### src/rtl/pipelined_addsub.sv
// Segmented add/subtract with carry/borrow-in. Latency STAGES cycles from acceptance to out_valid.
// Any backpressure stalls every stage and blocks input acceptance until out_ready returns.
module pipelined_addsub #(
   parameter int WIDTH  = 24,
   parameter int STAGES = 3
) (
   input  logic             clk,
   input  logic             rst,
   input  logic             in_valid,
   output logic             in_ready,
   input  logic [WIDTH-1:0] a_in,
   input  logic [WIDTH-1:0] b_in,
   input  logic             c_in,
   input  logic             sub,
   output logic             out_valid,
   input  logic             out_ready,
   output logic [WIDTH-1:0] sum,
   output logic             carry,
   output logic             overflow
);
   localparam int SEG  = (WIDTH + STAGES - 1) / STAGES;
   localparam int LAST = WIDTH - (STAGES - 1) * SEG;
   localparam int L    = STAGES - 1;

   if (STAGES < 1 || STAGES > WIDTH || LAST < 1) begin : g_bad_cfg
      $error("pipelined_addsub: WIDTH/STAGES leave an empty last segment");
   end

   logic                         advance;
   logic                         in_fire;
   logic [STAGES-1:0][WIDTH-1:0] a_q, b_q, s_q;
   logic [STAGES-1:0][WIDTH-1:0] op_a, op_b, op_s, nxt_s;
   logic [STAGES-1:0]            c_q, v_q;
   logic [STAGES-1:0]            op_c, op_v, nxt_c;
   logic                         ovf_q, ovf_nxt;

   assign advance  = !v_q[L] || out_ready;
   assign in_ready = advance && !rst;
   assign in_fire  = in_valid && in_ready;

   // Stage 0 works on the inverted B and carry for subtract, so sub never travels down the pipe.
   always_comb begin
      op_a[0] = a_in;
      op_b[0] = b_in ^ {WIDTH{sub}};
      op_s[0] = '0;
      op_c[0] = c_in ^ sub;
      op_v[0] = in_fire;
      for (int k = 1; k < STAGES; k++) begin
         op_a[k] = a_q[k-1];
         op_b[k] = b_q[k-1];
         op_s[k] = s_q[k-1];
         op_c[k] = c_q[k-1];
         op_v[k] = v_q[k-1];
      end
   end

   for (genvar k = 0; k < STAGES; k++) begin : g_seg
      localparam int LO = k * SEG;
      localparam int WK = (k == L) ? LAST : SEG;
      localparam logic [WIDTH-1:0] MASK = ((WIDTH'(1) << WK) - WIDTH'(1)) << LO;

      logic [WK:0] seg;

      assign seg      = {1'b0, op_a[k][LO+WK-1:LO]} + {1'b0, op_b[k][LO+WK-1:LO]}
                      + {{WK{1'b0}}, op_c[k]};
      assign nxt_s[k] = (op_s[k] & ~MASK) | (WIDTH'(seg[WK-1:0]) << LO);
      assign nxt_c[k] = seg[WK];
   end

   assign ovf_nxt = (op_a[L][WIDTH-1] == op_b[L][WIDTH-1])
                 && (nxt_s[L][WIDTH-1] != op_a[L][WIDTH-1]);

   // Data only loads behind a valid token, so the outputs keep the last result through bubbles.
   always_ff @(posedge clk) begin
      if (rst) begin
         v_q   <= '0;
         a_q   <= '0;
         b_q   <= '0;
         s_q   <= '0;
         c_q   <= '0;
         ovf_q <= 1'b0;
      end else if (advance) begin
         v_q <= op_v;
         for (int k = 0; k < STAGES; k++) begin
            if (op_v[k]) begin
               a_q[k] <= op_a[k];
               b_q[k] <= op_b[k];
               s_q[k] <= nxt_s[k];
               c_q[k] <= nxt_c[k];
            end
         end
         if (op_v[L]) begin
            ovf_q <= ovf_nxt;
         end
      end
   end

   assign out_valid = v_q[L];
   assign sum       = s_q[L];
   assign carry     = c_q[L];
   assign overflow  = ovf_q;

   logic unused_ops;
   assign unused_ops = ^{a_q[L], b_q[L]};
endmodule

### config.mk
export PLATFORM = sky130hd
export DESIGN_NAME = pipelined_addsub
export DESIGN_NICKNAME = d
export VERILOG_FILES = /design/src/rtl/pipelined_addsub.sv
export SDC_FILE = /design/constraint.sdc
export NUM_CORES = 1
export LEC_CHECK = 0
export BUFFER_PORTS_ARGS = -buffer_cell sky130_fd_sc_hd__buf_4
export CAP_MARGIN = 20
export CORE_ASPECT_RATIO = 0.7
export CORE_MARGIN = 5
export CORE_UTILIZATION = 40
export DETAILED_ROUTE_END_ITERATION = 16
export GPL_TIMING_DRIVEN = 0
export SLEW_MARGIN = 10
export SYNTH_ARGS = -nofsm -noshare
export SYNTH_HDL_FRONTEND = slang
export SYNTH_SLANG_ARGS = --single-unit
### constraint.sdc
create_clock -name clk -period 5.17 [get_ports clk]
set_input_delay 0.517 -clock clk [delete_from_list [all_inputs] [get_ports clk]]
set_output_delay 0.517 -clock clk [all_outputs]
set_load 0.02 [all_outputs]
; ---- After elaboration in Yosys (flattened, before gate mapping)
; Cells that the tools add are included.
[word_totals]
ff_bits = 151
latch_bits = 0
ramBits = 0
rom_bits = 0
input_bits = 54
out_inout_bits = 28
wordCells = 33
n_memories = 0
[classes]
add_sub_neg = 6
multipliers = 0
n_div = 0
n_lt_le_gt_ge = 0
n_eq_ne = 2
shift = 0
mux = 0
bitwise = 4
reduce_logical = 9
[ops]
columns = cell, count
row1 = $add A8 B8 Y9, 3
row2 = $add A9 B1 Y9, 3
row3 = $or A16 B24 Y24, 1
row4 = $xor A24 B24 Y24, 1
row5 = $or A8 B16 Y16, 1
row6 = $reduce_and A2 Y1, 3
row7 = $logic_and A1 B1 Y1, 3
row8 = $logic_not A1 Y1, 2
row9 = $eq A1 B1 Y1, 1
row10 = $logic_or A1 B1 Y1, 1
row11 = $ne A1 B1 Y1, 1
row12 = $xor A1 B1 Y1, 1

; ---- Longest topological paths before layout
; Gate-level depths: netlist (run 1).
[logic_depth]
word_depth = 5
depth_mapped = 9
mapped_depth_nobuf = 7

; ---- Worst setup path before layout (run 1)
; Ideal clock, no wire load.
[synth_path]
kind = input -> register
from = input sub
to = register s_q (netlist bit op_s[30])
setup_ns = 0.117
t_arrival_ns = 2.785
required_ns = 5.053
path_slack_ns = 2.268
stages = 9
n_path_buf = 2
path_cell_list = buf_2 -> buf_2 -> xor2_1 -> fa_1 -> fa_1 -> a211oi_1 -> o21ai_0 -> a211o_1 -> a32o_1
[synth_between]
elab_chain_cells = 3
elab_cells_between_ends = 4
cone_classes = 2 x add/sub / 2 x bitwise
[synth_lines]
columns = element, line_no
row1 = "start, declared", 14  ; input logic sub,
row2 = $xor A24 B24 Y24, 44  ; op_b[0] = b_in ^ {WIDTH{sub}};
row3 = $add A8 B8 Y9, 64  ; assign seg = {1'b0, op_a[k][LO+WK-1:LO]} + {1'b0, op_b[k][LO+WK-1:LO]}
row4 = $add A9 B1 Y9 (*), 65  ; + {{WK{1'b0}}, op_c[k]};
row5 = "end signal, assigned by index", 88  ; s_q[k] <= nxt_s[k];
row6 = "end, declared", 31  ; logic [STAGES-1:0][WIDTH-1:0] a_q, b_q, s_q;
; Every way passes the cells marked *; elsewhere a longest branch is shown, timed or not.
; A chain may end at the register's enable or synchronous reset.

; ---- Final worst setup path (run 1)
; Same ends and word-level chain as after synthesis.

==> results.cfg, run 1 <==
[synthesis]
yosys_warnings = 0
synth_edf_count = 0
ys_ff_latch = 103
synth_nets = 660
netlist_instances = 579
syn_area_per_cell_um2 = 8.41
async_flop_share_pct = 0
ys.flop_type = dfxtp_1
netlist_area_um2 = 4870
ys_seq_area_share_pct = 42.3
ys_types = 46

[critical_path]
critPathMaxStageDelay_ns = 0.48
worstPathArrival_ns = 3.05
slowest_stage = fa_1
end_kind = flip-flop
crit_fanout = 10
crit_path_start_kind = primary input
crit_type = primary input to flip-flop
ff2ff_path_depth = 6
path_cells = buf_2 -> buf_2 -> xor2_1 -> fa_1 -> fa_1 -> a211oi_1 -> o21ai_0 -> a211o_1 -> a32o_1
cp.required_ns = 5.41

[placed_design]
place_hpwl_um = 9990
preCtsSetupSlack_ns = 1.98
globalplace.congestion = 0.870
port_buffers = 80

[cells_and_area]
nets = 751
area_delta_synth_final_pct = 22.4
layout_commonest_cell = nand2_1
final_cell_mix = nand2_1, dfxtp_1, buf_4
drive_above_1_share_pct = 18.1
fillerInstances = 1232
n_antenna_cell = 0

[sta]
fin_skew_ns = 0.00655
rsz0062_at_grt = false
period_share_pct = 54.4
max_freq_mhz = 356
setup_ws_ns = 2.36
drv_slew = 0
tns_ns = 0
fin_hold_ws_ns = 0.350
max-slew-margin-rel_pct = 51.8
setup_viol = 0
worst_slew_pin_slew_ns = 0.723
min_period_ns = 2.81
hold_viol = 0

[clock_network]
cts-resized-gates = 0
cts_tree = done
clock_sinks = 103
clk_latency_ns = 0.35
cts_hold_buf = 0
cts.htree.levels = 3
clockRootBuffer = clkbuf_16
postCtsSetupRepairBufs = 0
cts_buffers = 9
path_clk_slew_ns = 0.07
cts.path.max_buffers = 2

[worst_hold_path]
holdPathStages = 3
hp-class = primary input to flip-flop

[floorplanning]
start_util_pct = 41.2
die_h_um = 102
ioPinCount = 82
die_width_um = 142
coreArea_um2 = 11800
num_rows = 33
die-area_um2 = 14500

[grt]
grt_pass1_wl_um = 20500
grt_max_degree = 20
grt.overflow.total = 0
track_usage_pct = 18.0
antenna_found_initial = 0
grt_pass1_vias = 4065

[routing]
wl_per_cell_um = 15.6
drtAntennaViolNets = 0
viasPerCell = 5.17
wl_um = 12900
drt_iter0_drc = 252
drtPass1Iterations = 5
vias = 4304
drc = 0

[power_and_ir_drop]
p_leak_nw = 2.47
cellPowerDensity_nw_per_um2 = 303
irDropWorstVdd_uv = 184

[status]
status = completed

[run]
drv_cap = 0
==> final cells by class <==
cell class                 instances  area (um^2)  area share, %
inverter                           7         26.3          0.441
multi-input combinational        432         2610           43.8
timing repair buffer              80          601           10.1
buffer                            37          171           2.88
clock buffer                       9          225           3.78
sequential                       103         2060           34.6
clock inverter                     7         67.6           1.13
tap                              157          196           3.30
==> worst max-delay path, delay by kind of cell <==
family                     cells  cell delay, ns
AOI/OAI and AO/OA              4            0.99
adders and majority gates      2            0.93
buffers and inverters          2            0.49
xor gates and xnor gates       1            0.13
==> worst paths after layout <==
path,from,endpoint,slack [ns]
setup / recovery,sub,op_s[30]$_SDFFE_PP0P_,2.36
hold / removal,a_in[10],a_q[10]$_SDFFE_PP0P_,0.35
setup reg to reg,a_q[40]$_SDFFE_PP0P_,sum[22]$_SDFFE_PP0P_,2.63
hold reg to reg,sum[20]$_SDFFE_PP0P_,sum[20]$_SDFFE_PP0P_,0.45
==> Yosys cell counts (all sizes together), types with 2 or more instances <==
library cell | count | area (um^2)
a2111o | 2 | 22.5
a211o | 7 | 61.3
a211oi | 12 | 90.1
a21o | 7 | 52.6
a21oi | 59 | 295
a311oi | 2 | 23.8
and2 | 4 | 25.0
and4 | 2 | 17.5
buf | 26 | 130
clkbuf | 11 | 41.3
dfxtp | 103 | 2060
fa | 6 | 120
ha | 21 | 263
inv | 6 | 22.5
nand2 | 137 | 514
nand2b | 3 | 18.8
nand3 | 15 | 75.1
nand3b | 33 | 248
nand4 | 3 | 18.8
nor2 | 23 | 86.3
nor3b | 2 | 15.0
o211ai | 8 | 60.1
o21a | 5 | 37.5
o21ai | 32 | 160
or4 | 3 | 22.5
xnor2 | 21 | 184
xor2 | 10 | 87.6
==> registers in the layout, indices dropped and copies added, names as in the netlist <==
| name | flops |
|---|---|
| overflow | 1 |
| sum | 24 |
| b_q | 24 |
| op_s | 24 |
| v_q | 3 |
| c_q | 3 |
| a_q | 24 |
==> cell families (layout without fill, tap and decap cells) <==
group | after synthesis | after routing | synth area share (%)
AO/OA/AOI/OAI | 142 | 142 | 17.9
flip-flops | 103 | 103 | 42.3
XOR/XNOR | 31 | 31 | 5.58
AND/OR/NAND/NOR | 232 | 232 | 22.3
buffers and inverters | 44 | 140 | 4.06
adder cells (fa/ha/maj) | 27 | 27 | 7.86
==> stage by stage <==
stage	std cells	util [%]	total power, mW	cell area [um^2]
2_1_floorplan	579	-	1.06	4870
3_3_place_gp	816	48.0	1.16	5670
3_5_place_dp	816	48.0	1.17	5670
4_1_cts	832	50.5	1.82	5960
5_1_grt	832	50.5	1.89	5960
6_report	832	50.5	1.81	5960
==> report_power, final <==
part	switching, mW	internal, mW
clock network	0.316	0.337
registers	0.0315	0.838
logic	0.157	0.126
total	0.505	1.30
==> routing by layer <==
| metal | global-route usage, % | vias to the layer above | share of wire, % |
|---|---|---|---|
| li1 | - | 2188 | - |
| met1 | 26.1 | 1934 | 50 |
| met2 | 26.8 | 169 | 40 |
| met3 | 4.35 | 13 | 8.9 |
| met4 | 4.57 | 0 | 1.2 |
| met5 | 0 | - | 0 |
No activity file was read; power rests on OpenSTA's default activity.
==> run 2: changes to the inputs <==
==> constraint.sdc (replaced) <==
create_clock -name clk -period 2.5 [get_ports clk]
set_input_delay 0.25 -clock clk [delete_from_list [all_inputs] [get_ports clk]]
set_output_delay 0.25 -clock clk [all_outputs]
set_load 0.02 [all_outputs]
==> results.cfg, run 2 (synthesis results as in run 1) <==
[run]
drv_cap = 0

[cells_and_area]
nets = 751
layout_commonest_cell = nand2_1
n_antenna_cell = 0
area_delta_synth_final_pct = 22.7
final_cell_mix = nand2_1, dfxtp_1, buf_4
regArea_um2 = 2060
fillerInstances = 1196
post-route-util_pct = 50.6
drive_above_1_share_pct = 18.7
multi_input_area_um2 = 2630

[clock_network]
clock_sinks = 103
clk_latency_ns = 0.35
cts_buffers = 9
postCtsSetupRepairBufs = 0
cts_tree = done
cts_hold_buf = 0
cts.path.max_buffers = 2
clockRootBuffer = clkbuf_16
path_clk_slew_ns = 0.08
cts.htree.levels = 3

[sta]
max_freq_mhz = 427
period_share_pct = 93.7
max-slew-margin-rel_pct = 54.4
setup_viol = 0
fin_skew_ns = 0.0130
tns_ns = 0
rsz0062_at_grt = false
min_period_ns = 2.34
hold_viol = 0
drv_slew = 0
worst_slew_pin_slew_ns = 0.685

[critical_path]
end_kind = flip-flop
crit_path_start_kind = primary input
critPathMostFrequentCell = fa_2
path_cells = buf_2 -> buf_4 -> xor2_1 -> fa_2 -> fa_2 -> a211oi_1 -> o21ai_0 -> a211o_1 -> a32o_1
slowest_stage = fa_2
critPathMaxStageDelay_ns = 0.40
path_buf_inv = 2
worstPathArrival_ns = 2.59
crit_type = primary input to flip-flop
crit_fanout = 10
cp.required_ns = 2.75
cp_top_family = compound AO/OA/AOI/OAI gates

[power_and_ir_drop]
irDropWorstVdd_uv = 312
p_leak_nw = 2.47
total_power_mw = 3.76
cellPowerDensity_nw_per_um2 = 629

[floorplanning]
num_rows = 33
die-area_um2 = 14500
ioPinCount = 82
die_h_um = 102
coreArea_um2 = 11800
start_util_pct = 41.2
die_width_um = 142

[status]
status = completed

[routing]
drtAntennaViolNets = 0
vias = 4270
drt_iter0_drc = 216
viasPerCell = 5.13
drc = 0
wl_met3_um = 887
met2_length_um = 5250
wl_per_cell_um = 15.5
drtPass1Iterations = 5
wl_um = 12900
met1Wirelength_um = 6570
dr.max_layer_used = met4

[placed_design]
place_hpwl_um = 10000
globalplace.congestion = 0.844
port_buffers = 80

[worst_hold_path]
hp-class = primary input to flip-flop

[grt]
grt_max_degree = 20
track_usage_pct = 18.1
grt_pass1_wl_um = 20600
antenna_found_initial = 0
grt_pass1_vias = 4068
grt.overflow.total = 0
-- run 2: changes by cell type in the layout (fill, tap and decap cells not counted), sizes merged --
cell,previous run,this run
clkinv,5,2
inv,8,10
clkinvlp,1,2
-- run 2: worst register-to-register path: stages (launching register included) --
cell	delay [ns]
dfxtp_1	0.33
fa_1	0.51
fa_1	0.47
a211oi_2	0.27
o21ai_1	0.14
and4_1	0.20
a311o_1	0.31
-- run 2: final cells by class --
type                            count  share of cell area (%)
Clock inverter                      7                    1.11
Sequential cell                   103                    34.5
Timing Repair Buffer               80                    10.0
Buffer                             37                    2.91
Multi-Input combinational cell    432                    43.9
Inverter                            7                   0.440
Clock buffer                        9                    3.77
Tap cell                          157                    3.29
-- run 2: per-layer routing --
layer | vias up | global-route usage, %
met5 | - | 0
met4 | 0 | 5.60
met3 | 15 | 3.88
met2 | 128 | 26.6
met1 | 1944 | 26.6
li1 | 2183 | -
-- run 2: what timing repair did --
action	CTS	global route
gates resized for setup	0	4
endpoints found under the setup margin	0	1
endpoints found under the hold margin	0	0
-- run 2: final timing paths --
check / slack, ns / depth (start not counted) / start / to
max reg2reg: 0.16 / 6 / a_q[40]$_SDFFE_PP0P_ / sum[22]$_SDFFE_PP0P_
max: 0.16 / 9 / sub / op_s[30]$_SDFFE_PP0P_
min reg2reg: 0.45 / 2 / sum[20]$_SDFFE_PP0P_ / sum[20]$_SDFFE_PP0P_
min: 0.08 / 3 / a_in[12] / a_q[12]$_SDFFE_PP0P_
-- run 2: power by group --
group / switching [mW] / internal (mW) / leakage (nW)
Combinational: 0.326 / 0.263 / 1.49
Sequential: 0.0666 / 1.73 / 0.841
Clock: 0.670 / 0.698 / 0.136
-- run 2: metrics by stage --
step | cell area (um^2) | setup slack (ns) | cells | hold WS [ns]
after global routing | 5980 | 0.0120 | 832 | 0.0860
after global placement | 5670 | -0.158 | 816 | 0.433
after floorplan | 4880 | 0.0247 | 579 | 0.349
after CTS | 5970 | 0.0167 | 832 | 0.0710
after detailed placement | 5670 | -0.197 | 816 | 0.438
final | 5980 | 0.158 | 832 | 0.0815
